## config.mk

```make
export PLATFORM = sky130hd
export DESIGN_NAME = encoder_8to3_seq
export DESIGN_NICKNAME = d
export VERILOG_FILES = /design/src/rtl/encoder_8to3_seq.sv
export SDC_FILE = /design/constraint.sdc
export NUM_CORES = 1
export LEC_CHECK = 0
export ABC_AREA = 1
export CAP_MARGIN = 15
export CORE_MARGIN = 1.5
export CORE_UTILIZATION = 40
export DETAILED_ROUTE_END_ITERATION = 12
export GPL_ROUTABILITY_DRIVEN = 1
export PLACE_DENSITY = 0.69
export SETUP_SLACK_MARGIN = 0.02
export SLEW_MARGIN = 0
export SYNTH_ARGS = -nofsm -noshare
export SYNTH_HDL_FRONTEND = slang
export SYNTH_SLANG_ARGS = --single-unit
```

## constraint.sdc

```tcl
create_clock -name clk -period 4.75 [get_ports clk]
set_input_delay 0.95 -clock clk [delete_from_list [all_inputs] [get_ports clk]]
set_output_delay 0.95 -clock clk [all_outputs]
set_load 0.05 [all_outputs]
```

## src/rtl/encoder_8to3_seq.sv

```systemverilog
`default_nettype none
// ============================================================================
// Module      : encoder_8to3_seq
// Description : Sequential 8-to-3 priority encoder. It captures event requests
//               into a pending register and drains them as 3-bit codes over a
//               valid/ready handshake.
// Revision    : 1.0 - initial release
// ============================================================================
module encoder_8to3_seq #(
    parameter int N_IN     = 8,
    parameter bit LSB_PRIO = 1'b1
) (
    input  logic            clk,
    input  logic            rst,
    input  logic            en,
    input  logic [N_IN-1:0] req,
    input  logic            ready,
    input  logic            clr_ovf,
    output logic [2:0]      code,
    output logic            valid,
    output logic [N_IN-1:0] pend,
    output logic [3:0]      pend_cnt,
    output logic            ovf
);

    localparam int              c_CODE_W  = 3;
    localparam logic [N_IN-1:0] c_ONE     = {{(N_IN-1){1'b0}}, 1'b1};
    localparam logic [0:0]      c_ST_IDLE = 1'b0;
    localparam logic [0:0]      c_ST_HOLD = 1'b1;

    logic [0:0]          r_state;
    logic [N_IN-1:0]     r_pend;
    logic [c_CODE_W-1:0] r_code;
    logic                r_valid;
    logic                r_ovf;

    logic                w_xfer;
    logic [N_IN-1:0]     w_clear_mask;
    logic [N_IN-1:0]     w_set_mask;
    logic [N_IN-1:0]     w_pend_next;
    logic [c_CODE_W-1:0] w_prio;
    logic                w_any;
    logic                w_ovf_hit;
    logic [3:0]          w_cnt;

    // Highest-priority set bit; an empty vector encodes as 0.
    function automatic logic [c_CODE_W-1:0] prio_of(input logic [N_IN-1:0] x);
        logic [c_CODE_W-1:0] w_sel;
        w_sel = '0;
        if (LSB_PRIO) begin
            for (int i = N_IN - 1; i >= 0; i--)
                if (x[i]) w_sel = c_CODE_W'(i);
        end else begin
            for (int i = 0; i < N_IN; i++)
                if (x[i]) w_sel = c_CODE_W'(i);
        end
        return w_sel;
    endfunction

    assign w_xfer       = r_valid & ready;
    assign w_clear_mask = w_xfer ? (c_ONE << r_code) : '0;
    assign w_set_mask   = en ? req : '0;
    // Set is OR-ed after the clear so a re-request on the bit being drained survives.
    assign w_pend_next  = (r_pend & ~w_clear_mask) | w_set_mask;
    assign w_prio       = prio_of(w_pend_next);
    assign w_any        = |w_pend_next;
    assign w_ovf_hit    = |(w_set_mask & r_pend & ~w_clear_mask);

    always_comb begin
        w_cnt = '0;
        for (int i = 0; i < N_IN; i++)
            w_cnt = w_cnt + {3'b000, r_pend[i]};
    end

    always_ff @(posedge clk or posedge rst) begin
        if (rst) begin
            r_state <= c_ST_IDLE;
            r_pend  <= '0;
            r_code  <= '0;
            r_valid <= 1'b0;
            r_ovf   <= 1'b0;
        end else begin
            r_pend <= w_pend_next;
            r_ovf  <= w_ovf_hit | (r_ovf & ~clr_ovf);
            case (r_state)
                c_ST_IDLE: begin
                    r_code  <= w_prio;
                    r_valid <= w_any;
                    r_state <= w_any ? c_ST_HOLD : c_ST_IDLE;
                end
                c_ST_HOLD: begin
                    // The presented code is never preempted; it only advances on a transfer.
                    if (w_xfer) begin
                        r_code  <= w_prio;
                        r_valid <= w_any;
                        r_state <= w_any ? c_ST_HOLD : c_ST_IDLE;
                    end
                end
                default: begin
                    r_state <= c_ST_IDLE;
                    r_valid <= 1'b0;
                end
            endcase
        end
    end

    assign code     = r_code;
    assign valid    = r_valid;
    assign pend     = r_pend;
    assign pend_cnt = w_cnt;
    assign ovf      = r_ovf;

endmodule
`default_nettype wire
```

== After elaboration in Yosys (flattened, before gate mapping) ==
Index checks and enable logic that the tools add are counted.
Word-level totals
  word-level logic and storage cells: 43
  output and inout bits: 17
  bits in latches: 0
  memories: 0
  memory bits (writable): 0
  memory bits (read-only): 0
  flip-flop bits (word level): 14
  bits of input ports: 13
Operators by class
  bitwise logic cells: 10
  $lt $le $gt $ge: 0
  multiply operators: 0
  div/mod/pow operators: 0
  eq/ne operators: 1
  reduce and logical (&&, ||, !) cells: 2
  shift-type cells: 1
  muxes and demuxes: 17
  add/sub/neg operators: 7
Operators by type and width (number)
  $mux 3: 9
  $and 8x8->8: 3
  $add 4x1->4: 4
  $mux 8: 2
  $reduce_or 8->1: 2
  $not 8->8: 1
  $or 8x8->8: 1
  $shl 1x3->8 const A: 1
  $pmux 3 s2: 1
  $add 3x1->4: 1
  $pmux 1 s2: 2
  $add 2x1->3: 1
  $mux 1: 3
  $add 1x1->2: 1
  $and 1x1->1: 2
  $ne 2x1->1 const B: 1
  $not 1->1: 2
  $or 1x1->1: 1

== Depth between registers and ports, before layout ==
  word-level depth: 15
  mapped depth: 13
  gate-level depth less buffers: 13

== Worst setup path before layout ==
Ideal clock, no wire load.
  path type: register to output
  start point: register r_pend[0] (netlist: pend[0])
  end point: output pend_cnt[2]
  path slack: 182 ps
  path buffers: 0
  stages on the path, launching flop included: 10
  arrival: 3618 ps
  cell sequence: dfrtp_1 inv_1 fa_1 fa_1 fa_1 inv_1 ha_1 inv_1 fa_1 xnor2_1
Between the ends
  word-level cells in the longest chain between the ends: 7
RTL lines
  start: declaration: RTL line 32  | logic [N_IN-1:0] r_pend;
  start signal: assignment: RTL line 83  | r_pend <= w_pend_next;
  $add 1x1->2: RTL line 72  | w_cnt = w_cnt + {3'b000, r_pend[i]};
  $add 2x1->3: RTL line 72
  $add 3x1->4: RTL line 72
  $add 4x1->4 (4 in a row): RTL line 72
  end: declaration: RTL line 22  | output logic [3:0] pend_cnt,
Every way passes these cells.

== Worst setup path in the final report ==
  start point: register r_pend[0] (netlist: pend[0])
  end point: output pend_cnt[1]
The elaborated chain is that of the path after synthesis.

==> run_results.csv <==
group,metric,value,unit
run_status,status,"completed",
global_routing,gr-total-overflow,0,
layout,seq_area,350,µm²
sta,period_share,0.935,
setup_path,worst-r2r-setup-slack,3210,ps
setup_path,cp.arrival,3490,ps
yosys,synth_cell_types,23,
yosys,synth-edff-count,0,
hold_path,hold_path.class,"register to register",
layout,area_growth,36.9,%
yosys,yosysSeqAreaShare,0.361,
setup_path,worstPathRequired,3800,ps
global_routing,antenna_found_initial,0,
cts,cts_sinks,14,
power,p_seq_frac,0.524,
floorplan,dieWidth,52.3,µm
sta,hold_violations,0,
yosys,synth-main-ff-cell,"dfrtp_1",
routing,remaining_drc_errors,0,
yosys,syn-num-nets,143,
layout,n_fill_cell,218,
cts,clockBufferDepth,2,
yosys,yosys_register_bits,14,
power,switching_share,0.222,
layout,drive_gt1_frac,0.155,
cts,cts_tree,"built",
power,pwr-share-comb,0.096,
global_routing,grt_pass1_vias,852,
global_routing,grt_first_pass_wirelength,3690,µm
yosys,syn-cell-area,971,µm²
routing,wire_per_inst,11.8,µm
sta,setup_viol,0,
routing,vias_per_cell,4.73,
cts,clk_pin_slew,90,ps
cts,cts_max_level,1,
cts,root_buffer,"clkbuf_4",
power,p_switching,50.8,µW
layout,final_cell_area,1330,µm²
floorplan,die_h,52.3,µm
routing,vias,866,
setup_path,critPathMaxFanout,3,
placement,numPortBuffers,29,
sta,max_freq,225,MHz
routing,drtIter0Drc,17,
global_routing,grt_usage,0.186,
routing,final_antenna_net_count,0,
setup_path,cp-start-kind,"register",
yosys,syn_area_per_cell,7.89,µm²
sta,max_slew.worst_pin.slew,553,ps
placement,gp_congestion,0.795,
placement,hpwl,1830,µm
layout,multiInputGateArea,513,µm²
power,clkPwrFrac,0.381,
setup_path,endpoint_kind,"primary output",
run,cap_violations,0,
floorplan,initial_core_util,0.431,
sta,rsz0062_at_grt,"false",
sta,finClkSkew,4.60,ps
routing,drt_first_pass_iters,4,
sta,finalSetupTns,0,ps
sta,maxSlewViolCount,0,
sta,hold_slack,570,ps
layout,layout.cells.non_filler,183,
floorplan,die_area,2730,µm²
power,power_per_cell_area,172,nW/µm²
yosys,synth_cells,123,
placement,place_area,1290,µm²
layout,final_common_cell,"nand2_1",
power,ir_drop,0.140,mV
floorplan,rows,17,
yosys,yosys_warnings,0,
global_routing,grt_max_degree,15,
setup_path,critPathKind,"register to primary output",
sta,period_needed,4440,ps
power,intPower,178,µW
yosys,synthArstFlopShare,1.00,
layout,nets,176,
layout,final_cell_mix,"36 x nand2_1, 27 x clkdlybuf4s50_1, 24 x inv_1, 14 x dfrtp_1, 7 x nor2_1",
routing,routed_wl,2160,µm
layout,n_antenna_cell,0,
power,leakage,0.000720,µW
cts,ctsHoldBuffers,0,
placement,dp.cells,179,
floorplan,io-pin-count,30,
cts,worstSkewPairLatency,280,ps
sta,relSlewSlack,0.631,
floorplan,core_area,2250,µm²
cts,cts-buffers-inserted,3,
## sequential cells by signal, indices dropped and copies added (netlist names)
signal   count
ovf          1
r_state      1
code         3
pend         8
valid        1
## timing repair
| action | 4_1_cts | 5_1_grt |
|---|---|---|
| buffers inserted | 0 | 0 |
| endpoints found under the setup margin | 1 | 1 |
| gates resized for setup | 1 | 1 |
| cloned | 0 | 0 |
## power by group through the flow
stage	logic [µW]	registers (µW)	clock network, µW
floorplan	8.37	123	0
global placement	21.8	122	0
detailed placement	21.9	122	0
CTS	22.0	120	88.8
global route	23.8	120	95.1
finish	21.8	120	87.0
## per-layer routing
| layer | vias to the layer above | GRT usage | share of wire |
|---|---|---|---|
| li1 | 438 | - | - |
| met1 | 404 | 0.219 | 0.43 |
| met2 | 20 | 0.333 | 0.53 |
| met3 | 4 | 0.0229 | 0.033 |
| met4 | 0 | 0.0855 | 0.013 |
| met5 | - | 0 | 0 |
## synthesized netlist by cell type (3+ instances only)
library cell / number / share of area
nor2_2: 4 / 0.026
o22ai_1: 3 / 0.019
ha_1: 3 / 0.039
nand3_1: 5 / 0.026
nor2_1: 7 / 0.027
nand2_1: 36 / 0.14
dfrtp_1: 14 / 0.36
nand2_2: 5 / 0.032
fa_1: 4 / 0.082
inv_1: 24 / 0.093
## cell type report
class                   instances  area share
clock buffers                   4      0.0273
inverters                      27      0.0772
multi-input cells              81       0.386
flip-flops and latches         14       0.264
well taps                      28      0.0264
repair buffers                 29       0.219
## worst paths after layout
kind | from | endpoint | cells after the start
worst max-delay path | pend[0] | pend_cnt[1] | 10
worst min register to register | r_state | valid | 2
worst max register to register | code[0] | valid | 9
min in group asynchronous | rst | ovf | 2
worst min-delay path | r_state | valid | 2
max in group asynchronous | rst | pend[2] | 2
## through the flow
stage / total power [µW] / worst slack (ps) / util
floorplan: 131 / 182 / -
global placement: 144 / 403 / 0.573
detailed placement: 144 / 329 / 0.573
CTS: 231 / 27.9 / 0.588
global route: 239 / 148 / 0.589
finish: 228 / 307 / 0.589
## worst max-delay path: stages, from the launching register on
cell	delay, ps
dfrtp_1	390
inv_1	70
fa_1	550
fa_1	420
fa_1	490
inv_1	40
ha_1	200
inv_1	80
fa_1	410
inv_1	60
dlygate4sd2_1	520
## kinds of logic (layout without fill, tap and decap cells)
family                   Yosys count  count (layout)  share of synthesized area
AND/OR/NAND/NOR                   64              64                      0.335
buffers and inverters             28              60                      0.111
flip-flops                        14              14                      0.361
AO/OA/AOI/OAI                      9               9                     0.0632
adder cells (fa/ha/maj)            7               7                      0.121
XOR/XNOR                           1               1                    0.00902
No activity file was read; power rests on OpenSTA's default activity.
